<file path="config.mk">
export PLATFORM = sky130hd
export DESIGN_NAME = from_serial_flat
export DESIGN_NICKNAME = d
export VERILOG_FILES = /design/src/rtl/ser_pkg.sv /design/src/rtl/from_serial_if.sv /design/src/rtl/from_serial_lane.sv /design/src/rtl/from_serial.sv /design/src/flat_wrapper.sv
export SDC_FILE = /design/constraint.sdc
export NUM_CORES = 2
export LEC_CHECK = 0
export ABC_CLOCK_PERIOD_IN_PS = 2600
export CORE_AREA = 4 4 425 427
export CTS_BUF_LIST = sky130_fd_sc_hd__clkbuf_8
export CTS_CLUSTER_SIZE = 16
export DETAILED_ROUTE_END_ITERATION = 8
export DIE_AREA = 0 0 429 431
export PLACE_DENSITY_LB_ADDON = 0.15
export SYNTH_ARGS = -nofsm -noshare
export SYNTH_HDL_FRONTEND = slang
export SYNTH_SLANG_ARGS = --single-unit
</file>
<file path="constraint.sdc">
create_clock -name clk -period 2.6 [get_ports clk]
set_input_delay 0.39 -clock clk [delete_from_list [all_inputs] [get_ports clk]]
set_output_delay 0.39 -clock clk [all_outputs]
set_load 0.03 [all_outputs]
</file>
<file path="src/rtl/ser_pkg.sv">
// Shared helpers for the bit-serial pipeline (to_serial / from_serial):
// digit-count arithmetic, parameter legality check and lane control strobes.
package ser_pkg;

    typedef struct packed {
        logic shift;       // ordinary digit: shift into sr
        logic load_first;  // realign + digit: digit 0 of a new word
        logic complete;    // last digit: publish the word
        logic clear;       // realign without digit: drop partial word
    } lane_ctl_t;

    function automatic int unsigned ser_cyc(input int unsigned bw_out, input int unsigned bw_in);
        return bw_out / bw_in;
    endfunction

    function automatic int unsigned cnt_w(input int unsigned sc);
        return (sc <= 1) ? 1 : $clog2(sc);
    endfunction

    function automatic bit params_ok(input int unsigned bw_out, input int unsigned bw_in);
        int unsigned sc;
        if (bw_in == 0 || bw_out < bw_in || (bw_out % bw_in) != 0) return 1'b0;
        sc = bw_out / bw_in;
        return (sc & (sc - 1)) == 0;
    endfunction

endpackage

</file>
<file path="src/rtl/from_serial_if.sv">
// Serial-in / parallel-out bundle of the deserialiser; master is the upstream side.
interface from_serial_if #(
    parameter int unsigned NO_CH  = 64,
    parameter int unsigned BW_IN  = 1,
    parameter int unsigned BW_OUT = 16
);
    logic                               vld_in;
    logic                               ser_rst;
    logic [NO_CH-1:0][BW_IN-1:0]        data_in;
    logic                               vld_out;
    logic [NO_CH-1:0][BW_OUT-1:0]       data_out;
    logic                               frame_err;

    modport master (
        output vld_in, ser_rst, data_in,
        input  vld_out, data_out, frame_err
    );

    modport slave (
        input  vld_in, ser_rst, data_in,
        output vld_out, data_out, frame_err
    );
endinterface

</file>
<file path="src/rtl/from_serial_lane.sv">
// One channel of the deserialiser: LSB-first shift register plus held output word.
module from_serial_lane
    import ser_pkg::*;
#(
    parameter int unsigned BW_IN  = 1,
    parameter int unsigned BW_OUT = 16
) (
    input  logic              clk,
    input  logic              rst,
    input  lane_ctl_t         ctl,
    input  logic [BW_IN-1:0]  din,
    output logic [BW_OUT-1:0] dout
);

    if (BW_OUT == BW_IN) begin : g_direct
        logic unused_ctl;
        assign unused_ctl = ^{ctl.shift, ctl.load_first, ctl.clear};

        always_ff @(posedge clk or negedge rst) begin
            if (!rst)              dout <= '0;
            else if (ctl.complete) dout <= din;
        end
    end else begin : g_shift
        localparam int unsigned SR_W = BW_OUT - BW_IN;

        logic [SR_W-1:0] sr;
        logic [SR_W-1:0] src;

        // A realigning digit shifts into an empty register, not the stale partial word
        assign src = ctl.load_first ? '0 : sr;

        always_ff @(posedge clk or negedge rst) begin
            if (!rst) begin
                sr   <= '0;
                dout <= '0;
            end else begin
                if (ctl.clear)
                    sr <= '0;
                else if (ctl.shift || ctl.load_first)
                    sr <= SR_W'({din, src} >> BW_IN);
                if (ctl.complete)
                    dout <= {din, sr};
            end
        end
    end

endmodule

</file>
<file path="src/rtl/from_serial.sv">
// Deserialiser: NO_CH lanes share one digit counter and rebuild BW_OUT-bit words
// from SER_CYC LSB-first BW_IN-bit digits; ser_rst realigns to a word boundary.
module from_serial
    import ser_pkg::*;
#(
    parameter int unsigned NO_CH  = 64,
    parameter int unsigned BW_IN  = 1,
    parameter int unsigned BW_OUT = 16
) (
    input  logic           clk,
    input  logic           rst,
    from_serial_if.slave   bus
);

    localparam int unsigned SC = ser_cyc(BW_OUT, BW_IN);
    localparam int unsigned CW = cnt_w(SC);

    if (!params_ok(BW_OUT, BW_IN)) begin : g_bad_params
        $error("from_serial: BW_OUT must be a power-of-two multiple of BW_IN");
    end

    logic [CW-1:0]                 cnt;
    logic                          last;
    logic                          vld_q;
    logic                          ferr_q;
    lane_ctl_t                     ctl;
    logic [NO_CH-1:0][BW_OUT-1:0]  words;

    assign last = (cnt == CW'(SC - 1));

    always_comb begin
        ctl            = '0;
        ctl.clear      = bus.ser_rst && !bus.vld_in;
        ctl.load_first = bus.ser_rst && bus.vld_in;
        ctl.shift      = bus.vld_in && !bus.ser_rst;
        // After a realign the digit is digit 0, which only ends a word when SC==1
        ctl.complete   = bus.vld_in && (bus.ser_rst ? (SC == 1) : last);
    end

    always_ff @(posedge clk or negedge rst) begin
        if (!rst) begin
            cnt    <= '0;
            vld_q  <= 1'b0;
            ferr_q <= 1'b0;
        end else begin
            vld_q  <= ctl.complete;
            ferr_q <= bus.ser_rst && (cnt != '0);
            if (bus.ser_rst)
                cnt <= (bus.vld_in && SC > 1) ? CW'(1) : '0;
            else if (bus.vld_in)
                cnt <= last ? '0 : cnt + CW'(1);
        end
    end

    for (genvar c = 0; c < NO_CH; c++) begin : g_lane
        from_serial_lane #(
            .BW_IN  (BW_IN),
            .BW_OUT (BW_OUT)
        ) u_lane (
            .clk  (clk),
            .rst  (rst),
            .ctl  (ctl),
            .din  (bus.data_in[c]),
            .dout (words[c])
        );
    end

    assign bus.data_out  = words;
    assign bus.vld_out   = vld_q;
    assign bus.frame_err = ferr_q;

endmodule

</file>
<file path="src/flat_wrapper.sv">
// flat-port wrapper written by rule: the top's interface ports become plain ports
module from_serial_flat import ser_pkg::*;
#(
    parameter int unsigned NO_CH  = 64,
    parameter int unsigned BW_IN  = 1,
    parameter int unsigned BW_OUT = 16
)
  (clk, rst, bus_vld_in, bus_ser_rst, bus_data_in, bus_vld_out, bus_data_out, bus_frame_err);
  from_serial_if #(.NO_CH(NO_CH), .BW_IN(BW_IN), .BW_OUT(BW_OUT)) bus_i ();
  input  logic clk;
  input  logic rst;
  input wire logic [$bits(bus_i.vld_in)-1:0] bus_vld_in;
  input wire logic [$bits(bus_i.ser_rst)-1:0] bus_ser_rst;
  input wire logic [$bits(bus_i.data_in)-1:0] bus_data_in;
  output wire logic [$bits(bus_i.vld_out)-1:0] bus_vld_out;
  output wire logic [$bits(bus_i.data_out)-1:0] bus_data_out;
  output wire logic [$bits(bus_i.frame_err)-1:0] bus_frame_err;
  assign bus_i.vld_in = bus_vld_in;
  assign bus_i.ser_rst = bus_ser_rst;
  assign bus_i.data_in = bus_data_in;
  assign bus_vld_out = bus_i.vld_out;
  assign bus_data_out = bus_i.data_out;
  assign bus_frame_err = bus_i.frame_err;
  from_serial #(.NO_CH(NO_CH), .BW_IN(BW_IN), .BW_OUT(BW_OUT)) u_core (.clk(clk), .rst(rst), .bus(bus_i));
endmodule
</file>
==> metrics.md <==
| Metric | Value |
|---|---|
| Clk root buf | `clkbuf_8` |
| Critical path buffers and inverters | `1` |
| First-pass GRT wire length | `325000 um` |
| Max incr delay on CP | `700 ps` |
| Worst Clk Skew | `58.2 ps` |
| Initial DRC Count | `2782` |
| Worst slack, placed | `86.8 ps` |
| Placed cell count | `8603` |
| Total CTS buffers | `349` |
| Synthesized area per cell | `14.3 um^2` |
| Number of nets in the layout | `6737` |
| Final hold vios | `0` |
| Slowest cell on the critical path | `clkdlybuf4s50_1` |
| Fin crit share | `94.8%` |
| Total grt overflow | `0` |
| Max-cap viol count | `0` |
| # fillers | `15100` |
| Worst-path clk slew | `60 ps` |
| CTS HTree Levels | `5` |
| Layout cells sized above 1 | `22.5%` |
| Yosys Warn Count | `0` |
| Syn nets | `5421` |
| Req. time, crit path | `2210 ps` |
| CTS tree | `done` |
| Register bit total from synthesis | `1990` |
| Detailed Route WL | `215000 um` |
| Final min period | `2470 ps` |
| GR Util All Layers | `23.0%` |
| Worst-margin pin slew | `1300 ps` |
| Hold Path Class | `primary input to flop` |
| Crit Path Category | `flop to output port` |
| Bufs on Longest Clock Path | `4` |
| Die area | `0.185 mm^2` |
| Starting density of the core | `43.5%` |
| Setup violators final | `0` |
| F_max | `0.406 GHz` |
| Post-Syn Instances | `5351` |
| CP delay by family, top | `buffers and inverters` |
| Multi-input gate area | `0.0249 mm^2` |
| Area Overhead vs Synth | `26.7%` |
| Total Power | `61.5 mW` |
| CP Capture Type | `output port` |
| Seq. cell area | `0.0498 mm^2` |
| Clock latency on the worst-skew pair | `1060 ps` |
| CP Cell Sequence | `clkdlybuf4s50_1` |
| Max rail drop VDD | `0.486 mV` |
| Hold Slack | `130 ps` |
| Remaining routing DRC violations | `0` |
| Core ar. | `0.176 mm^2` |
| Die height | `431 um` |
| Pins Over Slew Limit | `0` |
| Commonest non-fill, non-tap cell in the layout | `dfrtp_1` |
| Static leakage | `53.1 nW` |
| Mapped Area | `0.0766 mm^2` |
| Post-Layout Cell Count | `9254` |
| Final Util | `55.1%` |
| Post-synth cell types | `22` |
| Vias in the first global route | `49200` |
| Setup ws final | `134 ps` |
| Sequential share of the synthesized area | `65.0%` |
| Status | `complete, no violations` |
| Largest net degree at the start of global routing | `212` |
| Post-route cell area | `0.0970 mm^2` |
| Sink Count | `1990` |
| Buffers on Ports | `1093` |
| Unrepaired setup endpoints after global routing | `false` |
| Post-CTS Setup Inserts | `0` |
| Routed Antenna Nets | `0` |
| Final GP Congestion | `0.832` |
| Crit Path Max Fanout | `2` |
| Vias per cell | `5.04` |
| Detailed-route via count | `46700` |
| Most frequent cells in the layout | `1990 x dfrtp_1, 924 x mux2_2, 900 x nor2_1` |
| Ports | `1094` |
| Detailed Place HPWL | `150000 um` |
| Row cnt | `154` |
| Setup TNS | `0 ps` |
| Cell Pwr Density | `634 mW/mm^2` |
| CP startpoint kind | `flop` |
| Slew HR | `13.4%` |
| First drt pass iteration count | `5` |
| X dimension of the die | `429 um` |
| Area post-placement | `0.0907 mm^2` |
| Antenna violations before repair | `2` |
| WL per Instance | `23.3 um` |
| CP arrival | `2080 ps` |
worst reg2reg max path: stages, from the launching register on:
cell     delay, ps
dfrtp_1        380
ha_1           210
nand2_1         80
nor3_2         370
buf_4          290
buf_12         220
buf_4          280
mux2_2         360
synth_stat cells:
library cell	count	area share [%]
mux2i_1	897	12
a21oi_1	3	0.020
nor2_1	900	4.4
dfrtp_1	1990	65
o21ai_0	64	0.42
nand2b_1	62	0.51
inv_1	2	0.0098
xor2_1	1	0.011
buf_1	11	0.054
mux2_1	100	1.5
or3_1	1	0.0082
buf_6	17	0.25
clkbuf_1	111	0.54
or4_1	1	0.0098
nor3_1	1	0.0065
mux2_2	924	14
a21boi_0	1	0.0098
a22o_1	2	0.023
nand2_1	65	0.32
ha_1	2	0.033
buf_2	116	0.76
buf_4	80	0.78
final timing paths:
check	startpoint	end	slack, ps	cells after the start
worst max-delay path	u_core.g_lane[46].u_lane.dout[14]$_DFFE_PN0P_	bus_data_out[750]	130	1
worst min-delay path	bus_data_in[55]	u_core.g_lane[55].u_lane.dout[15]$_DFFE_PN0P_	130	2
worst max register to register	u_core.cnt[1]$_DFFE_PN0P_	u_core.g_lane[60].u_lane.dout[10]$_DFFE_PN0P_	270	7
worst min register to register	u_core.g_lane[4].u_lane.g_shift.sr[0]$_DFFE_PN0P_	u_core.g_lane[4].u_lane.dout[0]$_DFFE_PN0P_	470	1
max in group asynchronous	rst	u_core.g_lane[30].u_lane.dout[9]$_DFFE_PN0P_	1550	3
min in group asynchronous	rst	u_core.g_lane[39].u_lane.g_shift.sr[6]$_DFFE_PN0P_	270	3
metal layers:
metal / global-route usage (%) / vias up / wire [um]
met5: 0 / - / 0
met4: 9.66 / 0 / 9140
met3: 6.25 / 344 / 12500
met2: 38.4 / 1145 / 107000
met1: 28.2 / 24200 / 86800
li1: - / 20900 / -
kinds of logic after synthesis:
kind of cell | share of synthesized area (%)
XOR/XNOR | 0.0114
AO/OA/AOI/OAI | 0.471
adder cells (fa/ha/maj) | 0.0327
flip-flops | 65.0
buffers and inverters | 2.40
AND/OR/NAND/NOR | 5.26
multiplexers | 26.8
power breakdown:
group / switching (mW) / internal, mW
clock: 12.6 / 15.3
sequential: 0.165 / 31.2
combinational: 1.52 / 0.750
what timing repair did:
item / in CTS / in global routing
gates resized for setup: 833 / 0
hold buffers: 53 / 0
endpoints found under the setup margin: 830 / 0
hold endpoints to repair: 2297 / 0
state kept, by name, indices dropped and copies added, names as in the netlist:
name	count
u_core.g_lane.u_lane.g_shift.sr	960
u_core.g_lane.u_lane.dout	1024
u_core.cnt	4
u_core.bus.vld_out	1
u_core.bus.frame_err	1
area by class of cell:
cell class / count / share of cell area, %
clock inverter: 151 / 0.677
clock buffer: 445 / 6.31
timing repair buffer: 1300 / 12.9
inverter: 2 / 0.00774
tap: 2340 / 3.02
multi-input combinational: 3024 / 25.7
sequential: 1990 / 51.3
antenna: 2 / 0.00516
(Power assumes the default switching activity.)
